[src/rtl/led_ctrl_pkg.sv]
// LED control shared types: behaviour encoding and bound-handling modes
// used by the flasher FSM and the LED level counter.
`default_nettype none

package led_ctrl_pkg;

  typedef enum logic [1:0] {
    DECREASE = 2'b00,
    INCREASE = 2'b01,
    LOAD     = 2'b10,
    PASS     = 2'b11
  } led_bhv_e;

  localparam int MODE_SAT  = 0;
  localparam int MODE_WRAP = 1;

endpackage

`default_nettype wire

[src/rtl/led_next_calc.sv]
// Combinational next-count and pulse computation for the LED level counter;
// all arithmetic is one bit wider than the count so nothing wraps silently.
`default_nettype none

module led_next_calc
  import led_ctrl_pkg::*;
#(
  parameter int CNT_W   = 5,
  parameter int STEP    = 1,
  parameter int WRAP_EN = MODE_SAT
) (
  input  logic [CNT_W-1:0] count,
  input  logic [CNT_W-1:0] lo_bound,
  input  logic [CNT_W-1:0] hi_eff,
  input  logic [CNT_W-1:0] load_val,
  input  led_bhv_e         led_bhv,
  output logic [CNT_W-1:0] next_count,
  output logic             hit_min_nxt,
  output logic             hit_max_nxt,
  output logic             wrapped_nxt
);

  localparam logic [CNT_W:0] STEP_EXT = (CNT_W+1)'(STEP);

  logic [CNT_W:0]          sum;
  logic signed [CNT_W+1:0] diff;
  logic signed [CNT_W+1:0] lo_s;
  logic                    wrap_ok;

  always_comb begin
    sum         = {1'b0, count} + STEP_EXT;
    diff        = $signed({2'b00, count}) - $signed({1'b0, STEP_EXT});
    lo_s        = $signed({2'b00, lo_bound});
    // A wrap onto a degenerate (lo == hi) range would be a no-op, so it holds quietly.
    wrap_ok     = (WRAP_EN == MODE_WRAP) && (lo_bound != hi_eff);
    next_count  = count;
    hit_min_nxt = 1'b0;
    hit_max_nxt = 1'b0;
    wrapped_nxt = 1'b0;

    case (led_bhv)
      INCREASE: begin
        if (count > hi_eff) begin
          next_count  = hi_eff;
          hit_max_nxt = 1'b1;
        end else if (sum < {1'b0, hi_eff}) begin
          next_count = sum[CNT_W-1:0];
        end else if (count != hi_eff) begin
          next_count  = hi_eff;
          hit_max_nxt = 1'b1;
        end else if (wrap_ok) begin
          next_count  = lo_bound;
          wrapped_nxt = 1'b1;
        end
      end

      DECREASE: begin
        if (count < lo_bound) begin
          next_count  = lo_bound;
          hit_min_nxt = 1'b1;
        end else if (diff > lo_s) begin
          next_count = diff[CNT_W-1:0];
        end else if (count != lo_bound) begin
          next_count  = lo_bound;
          hit_min_nxt = 1'b1;
        end else if (wrap_ok) begin
          next_count  = hi_eff;
          wrapped_nxt = 1'b1;
        end
      end

      LOAD: begin
        if (load_val < lo_bound) begin
          next_count = lo_bound;
        end else if (load_val > hi_eff) begin
          next_count = hi_eff;
        end else begin
          next_count = load_val;
        end
        // hit_max wins when lo == hi so the pulses stay mutually exclusive.
        if (next_count != count) begin
          if (next_count == hi_eff) begin
            hit_max_nxt = 1'b1;
          end else if (next_count == lo_bound) begin
            hit_min_nxt = 1'b1;
          end
        end
      end

      default: begin
      end
    endcase
  end

endmodule

`default_nettype wire

[src/rtl/led_level_counter.sv]
// LED level counter: bounded up/down/load counter with bound flags and
// one-cycle hit/wrap pulses, registered on the divided clock.
`default_nettype none

module led_level_counter
  import led_ctrl_pkg::*;
#(
  parameter int LED_NUMBER = 16,
  parameter int CNT_W      = $clog2(LED_NUMBER + 1),
  parameter int STEP       = 1,
  parameter int WRAP_EN    = MODE_SAT,
  parameter int RESET_VAL  = 0
) (
  input  logic             div_clk,
  input  logic             rst,
  input  logic             en,
  input  logic [1:0]       led_bhv,
  input  logic [CNT_W-1:0] lo_bound,
  input  logic [CNT_W-1:0] hi_bound,
  input  logic [CNT_W-1:0] load_val,
  output logic [CNT_W-1:0] count,
  output logic             at_min,
  output logic             at_max,
  output logic             hit_min,
  output logic             hit_max,
  output logic             wrapped,
  output logic             cfg_err
);

  localparam logic [CNT_W-1:0] LED_MAX   = CNT_W'(LED_NUMBER);
  localparam logic [CNT_W-1:0] RST_COUNT = CNT_W'(RESET_VAL);

  logic [CNT_W-1:0] count_q, count_d;
  logic             hit_min_q, hit_min_d;
  logic             hit_max_q, hit_max_d;
  logic             wrapped_q, wrapped_d;

  logic [CNT_W-1:0] hi_eff;
  logic [CNT_W-1:0] calc_count;
  logic             calc_hit_min;
  logic             calc_hit_max;
  logic             calc_wrapped;
  logic             hold;

  always_comb begin
    hi_eff  = (hi_bound > LED_MAX) ? LED_MAX : hi_bound;
    cfg_err = (lo_bound > hi_eff);
    at_min  = (count_q == lo_bound);
    at_max  = (count_q == hi_eff);
  end

  led_next_calc #(
    .CNT_W   (CNT_W),
    .STEP    (STEP),
    .WRAP_EN (WRAP_EN)
  ) u_next_calc (
    .count       (count_q),
    .lo_bound    (lo_bound),
    .hi_eff      (hi_eff),
    .load_val    (load_val),
    .led_bhv     (led_bhv_e'(led_bhv)),
    .next_count  (calc_count),
    .hit_min_nxt (calc_hit_min),
    .hit_max_nxt (calc_hit_max),
    .wrapped_nxt (calc_wrapped)
  );

  always_comb begin
    hold      = !en || cfg_err || (led_bhv == PASS);
    count_d   = count_q;
    hit_min_d = 1'b0;
    hit_max_d = 1'b0;
    wrapped_d = 1'b0;
    if (!hold) begin
      count_d   = calc_count;
      hit_min_d = calc_hit_min;
      hit_max_d = calc_hit_max;
      wrapped_d = calc_wrapped;
    end
  end

  always_ff @(posedge div_clk) begin
    if (!rst) begin
      count_q   <= RST_COUNT;
      hit_min_q <= 1'b0;
      hit_max_q <= 1'b0;
      wrapped_q <= 1'b0;
    end else begin
      count_q   <= count_d;
      hit_min_q <= hit_min_d;
      hit_max_q <= hit_max_d;
      wrapped_q <= wrapped_d;
    end
  end

  assign count   = count_q;
  assign hit_min = hit_min_q;
  assign hit_max = hit_max_q;
  assign wrapped = wrapped_q;

  a_bhv_known: assert property (@(posedge div_clk) disable iff (!rst) !$isunknown(led_bhv));

endmodule

`default_nettype wire

[config.mk]
export PLATFORM = sky130hd
export DESIGN_NAME = led_level_counter
export DESIGN_NICKNAME = d
export VERILOG_FILES = /design/src/rtl/led_ctrl_pkg.sv /design/src/rtl/led_next_calc.sv /design/src/rtl/led_level_counter.sv
export SDC_FILE = /design/constraint.sdc
export NUM_CORES = 1
export LEC_CHECK = 0
export BUFFER_PORTS_ARGS = -buffer_cell sky130_fd_sc_hd__buf_2
export CAP_MARGIN = 20
export CORE_MARGIN = 3
export CORE_UTILIZATION = 30
export DETAILED_ROUTE_END_ITERATION = 6
export HOLD_SLACK_MARGIN = 0.06
export MAX_ROUTING_LAYER = met4
export PLACE_DENSITY = 0.57
export REMOVE_ABC_BUFFERS = 1
export SYNTH_ARGS = -nofsm -noshare
export SYNTH_HDL_FRONTEND = slang
export SYNTH_SLANG_ARGS = --single-unit
[constraint.sdc]
create_clock -name div_clk -period 2.84 [get_ports div_clk]
set_input_delay 0.284 -clock div_clk [delete_from_list [all_inputs] [get_ports div_clk]]
set_output_delay 0.284 -clock div_clk [all_outputs]
set_load 0.01 [all_outputs]
==> metrics.txt <==
outcome=complete, no violations; Mean Syn Cell Area=7.43 um^2; area grow syn2layout=35.9%; maximum vdd drop=0.154 mV; critical path peak fanout=11; total CTS buffers=3; Post-synth top cells=ha_1 (40), nand2_1 (27), o21ai_0 (21), inv_1 (20), nor2_1 (19); # DRC=0; multi-input logic area=1820 um^2; Synth Area in Compound Gates=35.5%; LEAKAGE=0.00135 uW; Util after Layout=43.0%; Post-synth EDFFs=0; Die H=88.8 um; area leader, netlist=ha_1; RSZ-0062 raised after global routing=false; Initial Util=31.7%; row count=29; Final #Nets=422; number of global-route vias before repair=2263; CP arrival=2.82 ns; maxcap violations=0; first-pass GRT wire length=11400 um; Root Driver=clkbuf_8; DR WL/cell=16.4 um; Hold WC Path Type=input port to flop; ys async rst share=0%; top cells by area, synth=ha_1 (24%), dfxtp_1 (6.8%), o21ai_0 (5.1%); sequential fraction of the synthesis area=6.81%; Pins Over Slew Limit=0; WHS=0.360 ns; GPL Wtd Cong=0.876; grt total ovfl=0; most frequent cell after synthesis=ha_1; Core ar.=6490 um^2; CTS tree=yes; DR iter-0 viols=271; Final Hold Viols=0; antenna violations before repair=0; layout cell share with drive strength beyond 1=31.6%; Total GRT Usage=19.0%; mapped cell area=2060 um^2; routed vias=2457; die area=7890 um^2; Final period util=95.2%; Synth top area share=24.3%; Crit Path Class=flop to flop; post-synth cell types=59; hold depth=3; vias per inst=5.61; simple-gate share of the synthesized area=20.4%; number of detailed-route iterations in the first pass=5; clk_skew=0.00676 ns; Sequential cell area=143 um^2; endpoint type of the worst setup path=flop; Final min period=2.70 ns; HP Start=rst; fill count=668; largest net degree at the start of global routing=12; Critical Path RT=2.96 ns; Worst Setup SP=count[0]; IO buf count=29; Antenna Nets Post-Route=0; Post-synth top flop=dfxtp_1; post-synthesis xor/xnor area fraction=5.54%; mux contribution to synthesized area=0.973%; clk buf depth=2; antenna fix cells=0; synthesized flop and latch total=7; Setup crit start kind=flop; Sink Count=7; HPWL after DPL=5980 um; Routed WL=7180 um; reg2reg start=count[0]; largest family of logic cells by synthesized area=compound AO/OA/AOI/OAI gates; Gate Count Post-Synth=277; Post-Synth Adder-Cell Area=24.3%; # IOs=31; H-tree lvl count=1; f_max=370 MHz; setup violators final=0; Power Density=343 nW/um^2; R2R depth=13; Reg clk slew, reported paths=0.04 ns; worst skew pair latency=0.23 ns; die width=88.8 um; Synth warnings=0
## power by group
group,internal [uW],switching (uW)
sequential,107,6.00
clock,97.3,44.8
combinational,334,370
## sequential cells by signal, summed over array words and instances, names as in the netlist
register	count
hit_min	1
hit_max	1
count	5
## through the flow
step	power (uW)	cell area, um^2	std cells	setup TNS [ns]	setup slack, ns
floorplan	507	2010	267	-0.525	-0.142
global route	1050	2800	438	0	0.00441
finish	959	2800	438	0	0.136
global placement	769	2690	432	-0.0202	-0.0127
CTS	927	2740	436	0	0.0439
detailed placement	783	2690	432	-0.134	-0.0626
## layout by cell type, fill, tap and decap left out, types with 2 or more instances in the layout
master / Yosys / layout
o22ai_1: 3 / 3
a21o_1: 2 / 2
a31o_2: 2 / 2
xor2_1: 4 / 4
mux2i_1: 2 / 2
dfxtp_1: 7 / 5
nand4_1: 2 / 2
nor2_1: 19 / 19
inv_1: 20 / 20
and3b_1: 2 / 2
a31oi_1: 8 / 8
nand3_1: 9 / 9
and2_1: 2 / 2
xnor2_1: 9 / 9
nand3b_1: 3 / 3
buf_2: 4 / 29
ha_1: 40 / 39
o21ai_1: 6 / 5
nor3_1: 3 / 3
dfxtp_2: 0 / 2
a22oi_1: 5 / 5
o221ai_1: 3 / 3
a21oi_1: 10 / 10
a31oi_2: 2 / 2
a211oi_1: 4 / 4
nor2b_1: 7 / 7
o21a_1: 13 / 13
o311ai_0: 3 / 3
nand2_1: 27 / 26
buf_4: 2 / 59
a221oi_1: 2 / 2
o21ai_0: 21 / 20
clkbuf_8: 0 / 3
o21ai_2: 0 / 2
## worst max-delay path: stages (launching register included)
cell and delay (ns):
dfxtp_2 0.32, inv_1 0.07, ha_4 0.27, inv_1 0.05, ha_1 0.28, nor2b_1 0.14, o21a_1 0.16, o21a_1 0.18
o21ai_2 0.13, a221oi_1 0.10, buf_4 0.18, o211a_1 0.21, a221o_1 0.26, a31o_2 0.25
## kinds of logic (layout without fill, tap and decap cells)
| family | after synthesis | after routing |
|---|---|---|
| AO/OA/AOI/OAI | 100 | 100 |
| XOR/XNOR | 13 | 13 |
| adder cells (fa/ha/maj) | 40 | 40 |
| buffers and inverters | 31 | 115 |
| flip-flops | 7 | 7 |
| multiplexers | 2 | 2 |
| other | 1 | 1 |
| AND/OR/NAND/NOR | 83 | 83 |
## worst paths after layout
path | endpoint | slack (ns)
max | count[0] | 0.14
min reg2reg | count[4] | 0.76
max reg2reg | count[0] | 0.14
min | count[2] | 0.36
## repair_timing
action | 4_1_cts | 5_1_grt
hold buffers | 0 | 0
endpoints found under the setup margin | 0 | 5
buffers inserted | 0 | 1
resized for setup | 0 | 9
## area by class of cell
class	count	share of cell area [%]
inverter	21	2.82
clock buffer	4	1.61
multi-input combinational	239	65.2
timing repair buffer	90	21.8
sequential	7	5.10
tap	77	3.45
## per-layer routing
layer	vias up	share of wire (%)	global-route usage [%]	wire, um
met4	0	1.5	3.85	106
met2	92	47	30.8	3360
met1	1139	46	25.3	3300
li1	1210	-	-	-
met5	-	0	-	0
met3	16	5.7	2.14	410
Note: power is estimated with default switching activity, not from simulation.
